## config.mk

```make
export PLATFORM = sky130hd
export DESIGN_NAME = idct4_inv_pipe
export DESIGN_NICKNAME = d
export VERILOG_FILES = /design/src/rtl/idct4_pkg.sv /design/src/rtl/idct4_mcm_83_36.sv /design/src/rtl/idct4_inv_pipe.sv
export SDC_FILE = /design/constraint.sdc
export NUM_CORES = 1
export LEC_CHECK = 0
export ABC_AREA = 1
export CAP_MARGIN = 20
export CELL_PAD_IN_SITES_DETAIL_PLACEMENT = 1
export CELL_PAD_IN_SITES_GLOBAL_PLACEMENT = 2
export CORE_MARGIN = 10
export CORE_UTILIZATION = 28
export DETAILED_ROUTE_END_ITERATION = 6
export GPL_TIMING_DRIVEN = 0
export HOLD_SLACK_MARGIN = 0.08
export PLACE_DENSITY = 0.78
export SYNTH_ARGS = -nofsm -noshare
export SYNTH_HDL_FRONTEND = slang
export SYNTH_HIERARCHICAL = 1
export SYNTH_SLANG_ARGS = --single-unit
export TNS_END_PERCENT = 10
```

## constraint.sdc

```tcl
create_clock -name clk -period 26.8 [get_ports clk]
set_clock_uncertainty 0.05 [all_clocks]
set_input_delay 8.04 -clock clk [delete_from_list [all_inputs] [get_ports clk]]
set_output_delay 8.04 -clock clk [all_outputs]
set_load 0.02 [all_outputs]
```

## src/rtl/idct4_pkg.sv

```systemverilog
// Shared constants, width helpers and types for the 4-point inverse DCT pipe.
// The kernel is 64/83/36; sample vectors are four signed values, low to high.
package idct4_pkg;

  localparam int K64 = 64;
  localparam int K83 = 83;
  localparam int K36 = 36;

  localparam int DEF_W = 16;

  // Width that holds any butterfly sum plus the rounding offset.
  function automatic int iw(input int in_w);
    return in_w + 9;
  endfunction

  // Width of a single 83x or 36x product.
  function automatic int mcm_w(input int in_w);
    return in_w + 7;
  endfunction

  typedef logic signed [3:0][DEF_W-1:0] smp4_t;

endpackage

```

## src/rtl/idct4_mcm_83_36.sv

```systemverilog
// Shift-add multiple-constant multiplier producing 83*x and 36*x.
// Purely combinational; one instance per odd coefficient.
module idct4_mcm_83_36
  import idct4_pkg::*;
#(
  parameter int IN_W = 16
) (
  input  logic signed [IN_W-1:0]        x,
  output logic signed [mcm_w(IN_W)-1:0] x83,
  output logic signed [mcm_w(IN_W)-1:0] x36
);

  localparam int MW = mcm_w(IN_W);

  logic signed [MW-1:0] xe;

  assign xe  = MW'(x);
  // 83 = 64 + 16 + 2 + 1
  assign x83 = (xe <<< 6) + (xe <<< 4)
             + (xe <<< 1) + xe;
  // 36 = 32 + 4
  assign x36 = (xe <<< 5) + (xe <<< 2);

endmodule

```

## src/rtl/idct4_inv_pipe.sv

```systemverilog
// Three-stage 4-point inverse DCT butterfly behind a valid/ready handshake.
// Define IDCT4_CLIP_EN to saturate outputs; otherwise they wrap to OUT_W.
module idct4_inv_pipe
  import idct4_pkg::*;
#(
  parameter int IN_W  = 16,
  parameter int OUT_W = 16,
  parameter int SHIFT = 7
) (
  input  logic                    clk,
  input  logic                    rst,
  input  logic                    in_valid,
  output logic                    in_ready,
  input  logic signed [IN_W-1:0]  c0,
  input  logic signed [IN_W-1:0]  c1,
  input  logic signed [IN_W-1:0]  c2,
  input  logic signed [IN_W-1:0]  c3,
  output logic                    out_valid,
  input  logic                    out_ready,
  output logic signed [OUT_W-1:0] y0,
  output logic signed [OUT_W-1:0] y1,
  output logic signed [OUT_W-1:0] y2,
  output logic signed [OUT_W-1:0] y3
);

  localparam int IW = iw(IN_W);
  localparam int MW = mcm_w(IN_W);

  typedef logic signed [IW-1:0] wide_t;

  localparam wide_t RND  = wide_t'(1) <<< (SHIFT - 1);
  localparam wide_t MAXV = wide_t'((1 <<< (OUT_W - 1)) - 1);
  localparam wide_t MINV = wide_t'(-(1 <<< (OUT_W - 1)));

  // Range-limit a shifted sum to the output width.
  function automatic logic signed [OUT_W-1:0] lim(input wide_t v);
`ifdef IDCT4_CLIP_EN
    if (v > MAXV) return OUT_W'(MAXV);
    if (v < MINV) return OUT_W'(MINV);
    return OUT_W'(v);
`else
    return OUT_W'(v);
`endif
  endfunction

  logic en;

  logic signed [MW-1:0] m1_83;
  logic signed [MW-1:0] m1_36;
  logic signed [MW-1:0] m3_83;
  logic signed [MW-1:0] m3_36;

  wide_t c0w;
  wide_t c2w;

  logic  v1;
  wide_t e0;
  wide_t e1;
  wide_t o0;
  wide_t o1;

  logic  v2;
  wide_t s0;
  wide_t s1;
  wide_t s2;
  wide_t s3;

  // The whole pipe moves only when the output slot is free or draining,
  // so a stall freezes every stage and holds three beats in flight.
  assign en       = !out_valid || out_ready;
  assign in_ready = en;

  assign c0w = wide_t'(c0);
  assign c2w = wide_t'(c2);

  idct4_mcm_83_36 #(
    .IN_W(IN_W)
  ) u_mcm_c1 (
    .x  (c1),
    .x83(m1_83),
    .x36(m1_36)
  );

  idct4_mcm_83_36 #(
    .IN_W(IN_W)
  ) u_mcm_c3 (
    .x  (c3),
    .x83(m3_83),
    .x36(m3_36)
  );

  // Stage 1: even and odd partial sums.
  always_ff @(posedge clk) begin
    if (rst) begin
      v1 <= 1'b0;
    end else if (en) begin
      v1 <= in_valid;
      e0 <= (c0w + c2w) <<< 6;
      e1 <= (c0w - c2w) <<< 6;
      o0 <= wide_t'(m1_83) + wide_t'(m3_36);
      o1 <= wide_t'(m1_36) - wide_t'(m3_83);
    end
  end

  // Stage 2: butterfly with the rounding offset folded in.
  always_ff @(posedge clk) begin
    if (rst) begin
      v2 <= 1'b0;
    end else if (en) begin
      v2 <= v1;
      s0 <= e0 + o0 + RND;
      s1 <= e1 + o1 + RND;
      s2 <= e1 - o1 + RND;
      s3 <= e0 - o0 + RND;
    end
  end

  // Stage 3: arithmetic shift and range limit onto the output registers.
  always_ff @(posedge clk) begin
    if (rst) begin
      out_valid <= 1'b0;
      y0        <= '0;
      y1        <= '0;
      y2        <= '0;
      y3        <= '0;
    end else if (en) begin
      out_valid <= v2;
      y0        <= lim(s0 >>> SHIFT);
      y1        <= lim(s1 >>> SHIFT);
      y2        <= lim(s2 >>> SHIFT);
      y3        <= lim(s3 >>> SHIFT);
    end
  end

endmodule

```

==> implementation parameters <==
Parameter                              Value

Yosys
  Area of the mapped netlist ... between 20000 and 25000 sq um
  Post-synthesis sequential element count ... 210
  Average footprint of a synthesized cell ... ~6.9 sq um
  Cells taking the most area after synthesis ... sky130_fd_sc_hd__edfxtp_1 19%, sky130_fd_sc_hd__nand2_1 18%, sky130_fd_sc_hd__ha_1 16%
  Post-synthesis instance total ... between 3000 and 4000
  Synth area leader ... sky130_fd_sc_hd__edfxtp_1
  Most numerous cell in the Yosys netlist ... sky130_fd_sc_hd__nand2_1
  Synth async-reset ratio ... 0%
  Share of the synthesized area in the top cell type ... between 10% and 20%
  Most numerous cell types in the synthesized netlist ... 1084 x sky130_fd_sc_hd__nand2_1, 618 x sky130_fd_sc_hd__inv_1, 290 x sky130_fd_sc_hd__ha_1
  EDFF count, synth ... roughly 140
  Synth cell types ... between 40 and 50
  Yosys warns ... 6
  Sequential fraction of the synthesis area ... 25.1%
  Leading register cell type out of synthesis ... sky130_fd_sc_hd__edfxtp_1

STA
  Transition at the pin with the smallest max-transition slack ... about 0.73 ns
  Sum of negative setup slack ... 0 ns
  Post-layout minimum cycle time ... 17.65 ns
  Setup repair after global routing missed its margin ... no
  Rel. slew slack ... just over 50%
  Final hold violations ... 0
  Final Max Tran Viols ... 0
  Number of failing setup endpoints in the final timing report ... 0
  FMAX ... roughly 0.057 GHz
  Part of the cycle the worst path needs ... between 60% and 70%

Worst hold path
  Hold WC Path Type ... register to register
  Hold path start ... y0[5]$_SDFFE_PP0N_
  Worst hold path stage count ... 2

Finish
  Non-filler cells, final ... between 4000 and 5000
  Fraction of layout cells with a size suffix above 1 ... just under 6%
  Final-stage net count ... ~3900
  Layout Area Growth over Synthesis ... 15.4%
  Footprint of the multi-input gates ... ~14000 sq um
  Diode insertion count for antenna repair ... 0
  Register area ... approximately 5600 sq um
  Fill count ... a little over 10000

Detailed routing
  Routed via count divided by cell count ... about 4.5
  Routed metal-1 wirelength ... ~36000 microns
  Average wire per cell in the routed design ... 15.9 microns
  Met2 routed wirelength ... 31200 microns
  Detail Route met3 WL ... between 2000 and 3000 microns
  Post-Route WL ... a little over 70000 microns
  Highest Signal Layer ... met5
  Length of the first detailed-routing pass in iterations ... 4
  Number of remaining DRC errors ... 0
  Count of routing violations after the opening detailed-route iteration ... 805
  Post-route antenna net violation count ... 0
  Via count ... 20300

Die
  Starting utilization of the core area ... 28.4%
  Std-Cell Core Area ... around 79000 sq um
  Die outline height ... between 300 and 400 microns
  Overall die area ... between 90000 and 100000 sq um
  Number of placement rows ... about 100
  Die width ... between 300 and 400 microns
  IO Count ... ~130

Global routing
  Wire length of the first global-routing pass ... around 110000 microns
  Vias in the first global route ... around 21000
  Global-route congestion overflow total ... 0
  Number of antenna violations at the first check in global routing ... 3
  Largest net degree at the start of global routing ... 38
  Overall routing resource usage ... between 10% and 20%

Critical path
  Worst endpoint required time ... between 15 and 20 ns
  Arrival time reported for the critical path endpoint ... approximately 9.6 ns
  Worst r2r src ... e0[7]$_DFFE_PP_
  Startpoint type of the worst setup path ... primary input
  Critical path start-end classification ... primary input to output pin
  Worst setup EP type ... output pin
  Worst reg-to-reg path cell count ... 12
  Critical path peak fanout ... 10
  CP Launch Point ... out_ready

Clocking
  Level count of the clock H-tree ... 1
  Number of buffers added by the clock tree synthesis step ... 23
  Cell at the root of the clock tree ... sky130_fd_sc_hd__clkbuf_16
  Clock Tree Buf Depth ... 3
  Clk_lat worst skew ... about 0.52 ns
  CTS Hold Buffers Added ... 0
  CTS clock-pin slew for the worst setup and hold paths ... ~0.060 ns
  Post-cts repair resize count ... 0
  Post-CTS setup buffer count ... 0
  CTS tree ... done
  Number of sinks handled by clock tree synthesis ... between 200 and 250

Placed design
  Number of I/O port buffers ... between 100 and 150
  HPWL after detailed placement ... 62900 microns
  Gpl congestion ... 0.848
  Number of placed instances, taps included ... around 4500

Pwr
  Leakage power total ... around 14 nW
  Maximum vdd drop ... just over 0.04 mV
  Pwr dens ... around 110 nW/um^2

Run
  Max-Cap Viols ... 0

Outcome
  Result of the run ... finished, final reports clean
## report_power, final
part / internal, mW / switching, mW / total [mW] / leakage [nW]
combinational: 0.639 / 1.20 / 1.84 / 11.4
sequential: 0.545 / 0.0651 / 0.610 / 1.96
clock: 0.179 / 0.134 / 0.313 / 0.367
## sequential cells by signal, summed over array words and instances (netlist names), 16 cells and up
| signal | cells |
|---|---|
| e0 | 16 |
| y3 | 16 |
| s1 | 16 |
| y1 | 16 |
| y2 | 16 |
| s2 | 16 |
| s0 | 16 |
| s3 | 16 |
| y0 | 16 |
| o1 | 23 |
| o0 | 23 |
| e1 | 17 |
## logic make-up after synthesis
logic type	after synthesis	synth area share, %
simple gates	1632	30.4
buf+inv	680	11.9
fa+ha+maj	348	21.3
compound gates	302	7.37
flops	210	25.1
xor+xnor	102	3.97
other cells	2	0.0334
## worst max-delay path, cell delays in order
cell,delay [ns]
sky130_fd_sc_hd__clkdlybuf4s50_1,0.50
sky130_fd_sc_hd__nor2_4,0.08
sky130_fd_sc_hd__inv_2,0.07
sky130_fd_sc_hd__buf_2,0.21
sky130_fd_sc_hd__clkdlybuf4s50_1,0.64
## placed cells by master (no fill, tap or decap), drive strengths merged
cell / instances
fa: 58
dfxtp: 67
clkbuf: 41
nor2: 229
o21bai: 15
inv: 631
a211oi: 1
xor2: 80
clkinv: 7
nor3: 24
xnor2: 22
nand2: 1132
ha: 290
a21o: 7
and2: 12
conb: 4
nand4: 33
clkdlybuf4s50: 132
a21oi: 225
nand3: 191
o21a: 4
edfxtp: 143
buf: 46
or2: 3
o31ai: 1
o21ai: 49
nand3b: 8
## stage by stage
step / area [sq um] / worst slack [ns] / total power, mW / utilization, % / hold slack, ns
finish: 26000 / 9.15 / 2.76 / 32.7 / 0.413
global route: 26000 / 9.09 / 3.07 / 32.7 / 0.434
CTS: 26000 / 9.13 / 2.80 / 32.7 / 0.414
detailed placement: 25200 / 9.14 / 2.48 / 31.8 / 0.405
global placement: 25100 / 8.88 / 2.44 / 31.7 / 0.402
floorplan: 22500 / 10.31 / 1.89 / - / 0.386
## cell type report
| type | count | share of cell area, % |
|---|---|---|
| repair buffers | 136 | 5.43 |
| well taps | 1050 | 5.06 |
| flip-flops and latches | 210 | 21.7 |
| plain buffers | 50 | 1.19 |
| clock buffers | 33 | 2.65 |
| clock inverters | 8 | 0.183 |
| inverters | 630 | 9.11 |
| multi-input cells | 2388 | 54.7 |
## worst paths after layout
check,end,slack [ns]
worst max-delay path,in_ready,9.15
worst max register to register,s0[21]$_DFFE_PP_,24.17
worst min-delay path,y0[5]$_SDFFE_PP0N_,0.41
worst min register to register,y0[5]$_SDFFE_PP0N_,0.41
## metal layers
| layer | global-route usage (%) | up-vias |
|---|---|---|
| li1 | - | 10500 |
| met1 | 21.6 | 9398 |
| met2 | 25.3 | 274 |
| met3 | 1.41 | 58 |
| met4 | 3.18 | 6 |
| met5 | 0 | - |
Power figures use the tool's default switching activity.
